===== config.mk =====
export PLATFORM = sky130hd
export DESIGN_NAME = memory_arbiter
export DESIGN_NICKNAME = d
export VERILOG_FILES = /design/src/rtl/memory_arbiter.sv
export SDC_FILE = /design/constraint.sdc
export NUM_CORES = 1
export LEC_CHECK = 0
export ABC_AREA = 1
export BUFFER_PORTS_ARGS = -buffer_cell sky130_fd_sc_hd__buf_2
export CAP_MARGIN = 20
export CORE_AREA = 4 4 265 267
export DETAILED_ROUTE_END_ITERATION = 6
export DIE_AREA = 0 0 269 271
export GPL_TIMING_DRIVEN = 1
export SLEW_MARGIN = 20
export SYNTH_ARGS = -nofsm -noshare
export SYNTH_HDL_FRONTEND = slang
export SYNTH_SLANG_ARGS = --single-unit

===== constraint.sdc =====
create_clock -name in_clk -period 3.9 [get_ports in_clk]
set_input_delay 1.17 -clock in_clk [delete_from_list [all_inputs] [get_ports in_clk]]
set_output_delay 1.17 -clock in_clk [all_outputs]
set_load 0.05 [all_outputs]

===== src/rtl/memory_arbiter.sv =====
// Round-robin arbiter/sequencer sharing one block memory between several clients.
// Grants one request per cycle, issues registered memory commands, returns tagged responses two cycles later.
module memory_arbiter #(
  parameter int requesters = 2,
  parameter int size       = 1024,
  parameter int log_size   = 10,
  parameter int blocks     = 4,
  parameter int cell_width = 32,
  parameter int width      = blocks * cell_width
) (
  input  logic                           in_clk,
  input  logic                           in_reset,
  input  logic [requesters-1:0]          in_req_valid,
  input  logic [requesters-1:0]          in_req_write,
  input  logic [requesters*log_size-1:0] in_req_address,
  input  logic [requesters*width-1:0]    in_req_data,
  output logic [requesters-1:0]          out_req_ready,
  output logic [requesters-1:0]          out_resp_valid,
  output logic                           out_resp_error,
  output logic [width-1:0]               out_resp_data,
  output logic [log_size-1:0]            out_mem_address,
  output logic [width-1:0]               out_mem_data,
  output logic                           out_mem_read_en,
  output logic                           out_mem_write_en,
  input  logic [width-1:0]               in_mem_data
);

  localparam int id_w = (requesters > 1) ? $clog2(requesters) : 1;
  localparam logic [log_size:0] blocks_ext = (log_size + 1)'(blocks);
  localparam logic [log_size:0] size_ext   = (log_size + 1)'(size);

  logic [id_w-1:0]     prio_r;
  logic [id_w-1:0]     grant_id_s;
  logic                grant_hit_s;
  logic                take_s;
  int                  idx_s;
  logic [id_w-1:0]     next_prio_s;
  logic [log_size-1:0] sel_address_s;
  logic [width-1:0]    sel_data_s;
  logic                sel_write_s;
  logic                sel_in_range_s;

  // Issue stage: command to memory plus the tag that follows it
  logic                iss_valid_r;
  logic [id_w-1:0]     iss_id_r;
  logic                iss_write_r;
  logic                iss_error_r;
  logic [log_size-1:0] mem_address_r;
  logic [width-1:0]    mem_data_r;
  logic                mem_read_en_r;
  logic                mem_write_en_r;

  // Middle stage: tag aligned with the memory's registered read data
  logic                mid_valid_r;
  logic [id_w-1:0]     mid_id_r;
  logic                mid_error_r;
  logic                mid_read_ok_r;

  logic [requesters-1:0] resp_valid_r;
  logic                  resp_error_r;
  logic [width-1:0]      resp_data_r;

  // Round-robin search starting at prio
  always_comb begin
    grant_hit_s = 1'b0;
    grant_id_s  = '0;
    take_s      = 1'b0;
    idx_s       = 0;
    for (int i = 0; i < requesters; i++) begin
      idx_s       = (int'(prio_r) + i) % requesters;
      take_s      = !grant_hit_s && in_req_valid[id_w'(idx_s)];
      grant_id_s  = take_s ? id_w'(idx_s) : grant_id_s;
      grant_hit_s = grant_hit_s | take_s;
    end
  end

  // Grant is combinational and forced low while reset is held
  always_comb begin
    out_req_ready = '0;
    if (in_reset && grant_hit_s) begin
      out_req_ready[grant_id_s] = 1'b1;
    end else begin
      out_req_ready = '0;
    end
  end

  assign sel_address_s  = in_req_address[int'(grant_id_s)*log_size +: log_size];
  assign sel_data_s     = in_req_data[int'(grant_id_s)*width +: width];
  assign sel_write_s    = in_req_write[grant_id_s];
  assign sel_in_range_s = ({1'b0, sel_address_s} + blocks_ext) <= size_ext;
  assign next_prio_s    = (int'(grant_id_s) == requesters - 1) ? '0 : grant_id_s + 1'b1;

  // Pointer update and issue stage; out-of-range requests leave memory untouched
  always_ff @(posedge in_clk or negedge in_reset) begin
    if (!in_reset) begin
      prio_r         <= '0;
      iss_valid_r    <= 1'b0;
      iss_id_r       <= '0;
      iss_write_r    <= 1'b0;
      iss_error_r    <= 1'b0;
      mem_address_r  <= '0;
      mem_data_r     <= '0;
      mem_read_en_r  <= 1'b0;
      mem_write_en_r <= 1'b0;
    end else if (grant_hit_s) begin
      prio_r      <= next_prio_s;
      iss_valid_r <= 1'b1;
      iss_id_r    <= grant_id_s;
      iss_write_r <= sel_write_s;
      iss_error_r <= !sel_in_range_s;
      if (sel_in_range_s) begin
        mem_address_r  <= sel_address_s;
        mem_data_r     <= sel_data_s;
        mem_read_en_r  <= !sel_write_s;
        mem_write_en_r <= sel_write_s;
      end else begin
        mem_read_en_r  <= 1'b0;
        mem_write_en_r <= 1'b0;
      end
    end else begin
      iss_valid_r    <= 1'b0;
      mem_read_en_r  <= 1'b0;
      mem_write_en_r <= 1'b0;
    end
  end

  // Tag waits one cycle for the memory read, then the response is registered
  always_ff @(posedge in_clk or negedge in_reset) begin
    if (!in_reset) begin
      mid_valid_r   <= 1'b0;
      mid_id_r      <= '0;
      mid_error_r   <= 1'b0;
      mid_read_ok_r <= 1'b0;
      resp_valid_r  <= '0;
      resp_error_r  <= 1'b0;
      resp_data_r   <= '0;
    end else begin
      mid_valid_r   <= iss_valid_r;
      mid_id_r      <= iss_id_r;
      mid_error_r   <= iss_valid_r && iss_error_r;
      mid_read_ok_r <= iss_valid_r && !iss_write_r && !iss_error_r;
      resp_valid_r  <= '0;
      if (mid_valid_r) begin
        resp_valid_r[mid_id_r] <= 1'b1;
      end
      resp_error_r <= mid_valid_r && mid_error_r;
      resp_data_r  <= mid_read_ok_r ? in_mem_data : '0;
    end
  end

  assign out_mem_address  = mem_address_r;
  assign out_mem_data     = mem_data_r;
  assign out_mem_read_en  = mem_read_en_r;
  assign out_mem_write_en = mem_write_en_r;
  assign out_resp_valid   = resp_valid_r;
  assign out_resp_error   = resp_error_r;
  assign out_resp_data    = resp_data_r;

endmodule


==> impl_metrics.yaml <==
status:
  status: "complete, no violations"
worst_setup_path:
  cp_cell_sequence: "buf_6, nand2_8, nor2_1, buf_2"
  cp_slowest_stage_delay_ns: 0.28
  crit_slowest_cell: "buf_2"
  crit_arrival_ns: 2.03
  ff2ff_path_depth: 7
  cp-end-kind: "output port"
  crit_required_ns: 2.73
  critical_path.max_fanout: 55
  startpoint_type: "primary input"
  worstSetupPathType: "in2out"
floorplanning:
  dieHeight_um: 271
  die_area_um2: 72900
  start_util_pct: 17.43
  row_count: 96
  die_w_um: 269
  core_um2: 68110
  io_pins: 683
synthesis:
  synth.net_count: 1904
  synth_top_family_by_area: "simple AND/OR/NAND/NOR gates"
  ys_types: 18
  synthTopCellsByArea: "dfrtp_1 (59%), nand2_1 (26%), nand3_1 (6.2%)"
  netlist_instances: 1494
  syn-cell-area_um2: 11870
  synth_fa_ha_area_share_pct: 0
  ys_seq_area_share_pct: 59.02
  yosys.area_share.simple_pct: 32.68
  synth_top_area_share_pct: 59.02
  synth_area_leader_cell: "dfrtp_1"
  synthMuxAreaShare_pct: 0
  synth_compound_area_share_pct: 0.2318
  synth_xor_area_share_pct: 0
  ys_seq_elements: 280
  yosysWarnings: 0
  syn_area_per_cell_um2: 7.947
placement:
  io_buffer_count: 681
  place.gp.congestion: 0.8735
  dp_hpwl_um: 35960
clocking:
  tritoncts: "built"
  cts.sinks: 280
  clock_path_buffers: 3
  path_clk_slew_ns: 0.05
  cts_buffers: 35
  h-tree-depth: 2
  insertion_delay_ns: 0.55
  clk_root_buffer_cell: "clkbuf_16"
  post_cts_buffers: 0
  ctsResizeCount: 0
  hold_buffers: 0
sta:
  tightest_slew_ns: 1.098
  relSlewSlack_pct: 26.83
  timing.final.max_slew_violations: 0
  final-hold-violation-count: 0
  fin_crit_sh_pct: 82.01
  post-route-min-period_ns: 3.198
  finalClockSkew_ns: 0.02401
  setup_viol: 0
  rsz0062_at_grt: "no"
  tns_ns: 0
  fmax_mhz: 312.7
power:
  p_leak_uw: 0.01098
  p_int_uw: 5768
  power_frac_comb_pct: 25.5
  power.density_nw_per_um2: 516.8
  peakVddDrop_mv: 0.2146
  p_seq_share_pct: 37.2
  swShare_pct: 35.80
  p_sw_uw: 3217
  power_frac_clock_pct: 37.3
route:
  met1_length_um: 17780
  dr.pass1.iters: 5
  routedWlPerCell_um: 15.65
  drc: 0
  drtIter0Drc: 556
  wl_met3_um: 4343
  postRouteAntennaNets: 0
  routed.top_layer: "met5"
  met2_length_um: 23050
  routed_wl_um: 47740
  num_vias: 11660
  viasPerCell: 3.824
min_path:
  hold_class: "reg2reg"
  hold_path_depth: 0
job:
  maxCapViolCount: 0
layout:
  final-seq-area_um2: 7010
  multiInputGateArea_um2: 3938
  syn_to_final_growth_pct: 46.44
  n_fill_cell: 7510
  final_net_count: 2547
  layout-drive-gt1-share_pct: 35.14
  finish.utilization_pct: 25.53
global_routing:
  grt_pass1_wl_um: 68830
  antenna_found_initial: 10
  grt_pass1_vias: 11350
  grt_usage_pct: 12.34
  grt_overflow: 0
  grt_max_degree: 132
[worst max-delay path: cells and delay by family]
kind / cells / cell delay [ns]
buffers and inverters: 2 / 0.43
and+or+nand+nor: 2 / 0.42
[layout by cell type (no fill, tap or decap), drive strengths merged]
cell      count
nand3       147
o21a          1
dfrtp       280
nand2       821
clkbuf       45
o21ai         4
inv         140
or2           1
nor3b         1
clkinv       11
diode         5
bufinv        4
clkinvlp      2
nor2          9
buf         697
[power groups by stage]
stage	sequential [µW]	combinational (µW)	clock (µW)
CTS	3340	2330	3490
global route	3380	2470	3610
finish	3340	2290	3350
floorplan	4330	551	0
detailed placement	3390	2330	0
global placement	3390	2320	0
[layout make-up]
class | count | area share [%]
inverters | 139 | 3.015
clock inverters | 18 | 1.231
diodes | 5 | 0.07196
well taps | 882 | 6.347
flip-flops and latches | 280 | 40.32
clock buffers | 45 | 5.548
repair buffers | 697 | 20.82
multi-input cells | 984 | 22.65
[through the flow]
stage | cell area, µm² | power [µW] | hold slack [ns] | setup WS, ns | instances
3_3_place_gp | 16200 | 5702 | 0.3635 | 0.6851 | 2982
6_report | 17390 | 8985 | 0.3810 | 0.7018 | 3050
5_1_grt | 17380 | 9459 | 0.4015 | 0.6018 | 3047
2_1_floorplan | 11870 | 4885 | 0.3540 | 0.2352 | 1494
3_5_place_dp | 16200 | 5719 | 0.3715 | 0.6893 | 2982
4_1_cts | 17370 | 9163 | 0.3855 | 0.6876 | 3045
[cells in the mapped netlist]
master    number
nand2_4        1
or2_2          1
inv_1        139
nand2_2        1
dfrtp_1      280
o21ai_1        1
o21ai_0        3
clkbuf_1      30
nand3_2        1
nand3_1      146
nor3b_1        1
buf_2         31
buf_4         13
o21a_1         1
buf_1         16
buf_6          1
nor2_1         9
nand2_1      819
[sequential cells by signal, summed over array words and instances, names as in the netlist]
signal / count
out_mem_read_en: 1
out_resp_valid: 2
out_mem_write_en: 1
out_mem_data: 128
iss_id_r: 1
iss_valid_r: 1
iss_error_r: 1
prio_r: 1
mid_valid_r: 1
mid_read_ok_r: 1
out_resp_data: 128
mid_error_r: 1
out_mem_address: 10
out_resp_error: 1
iss_write_r: 1
mid_id_r: 1
[layer usage]
metal	vias to the layer above	GRT usage, %
met5	-	0
met4	8	6.136
met3	95	3.965
met2	527	21.65
met1	5287	13.29
li1	5745	-
[cells by family (layout without fill, tap and decap cells)]
logic type	Yosys count	count (layout)
and+or+nand+nor	979	979
DFF	280	280
other	0	5
AOI/OAI and AO/OA	5	5
buffers and inverters	230	899
[final timing paths]
check,start,to,slack (ns)
worst min-delay path,iss_id_r,mid_id_r,0.38
worst max-delay path,in_req_valid[0],out_req_ready[1],0.70
min in group asynchronous,in_reset,out_resp_data[15],0.74
max in group asynchronous,in_reset,mid_read_ok_r,1.93
worst max register to register,prio_r,out_mem_data[12],1.36
worst min register to register,iss_id_r,mid_id_r,0.38
No activity file was read; power rests on OpenSTA's default activity.
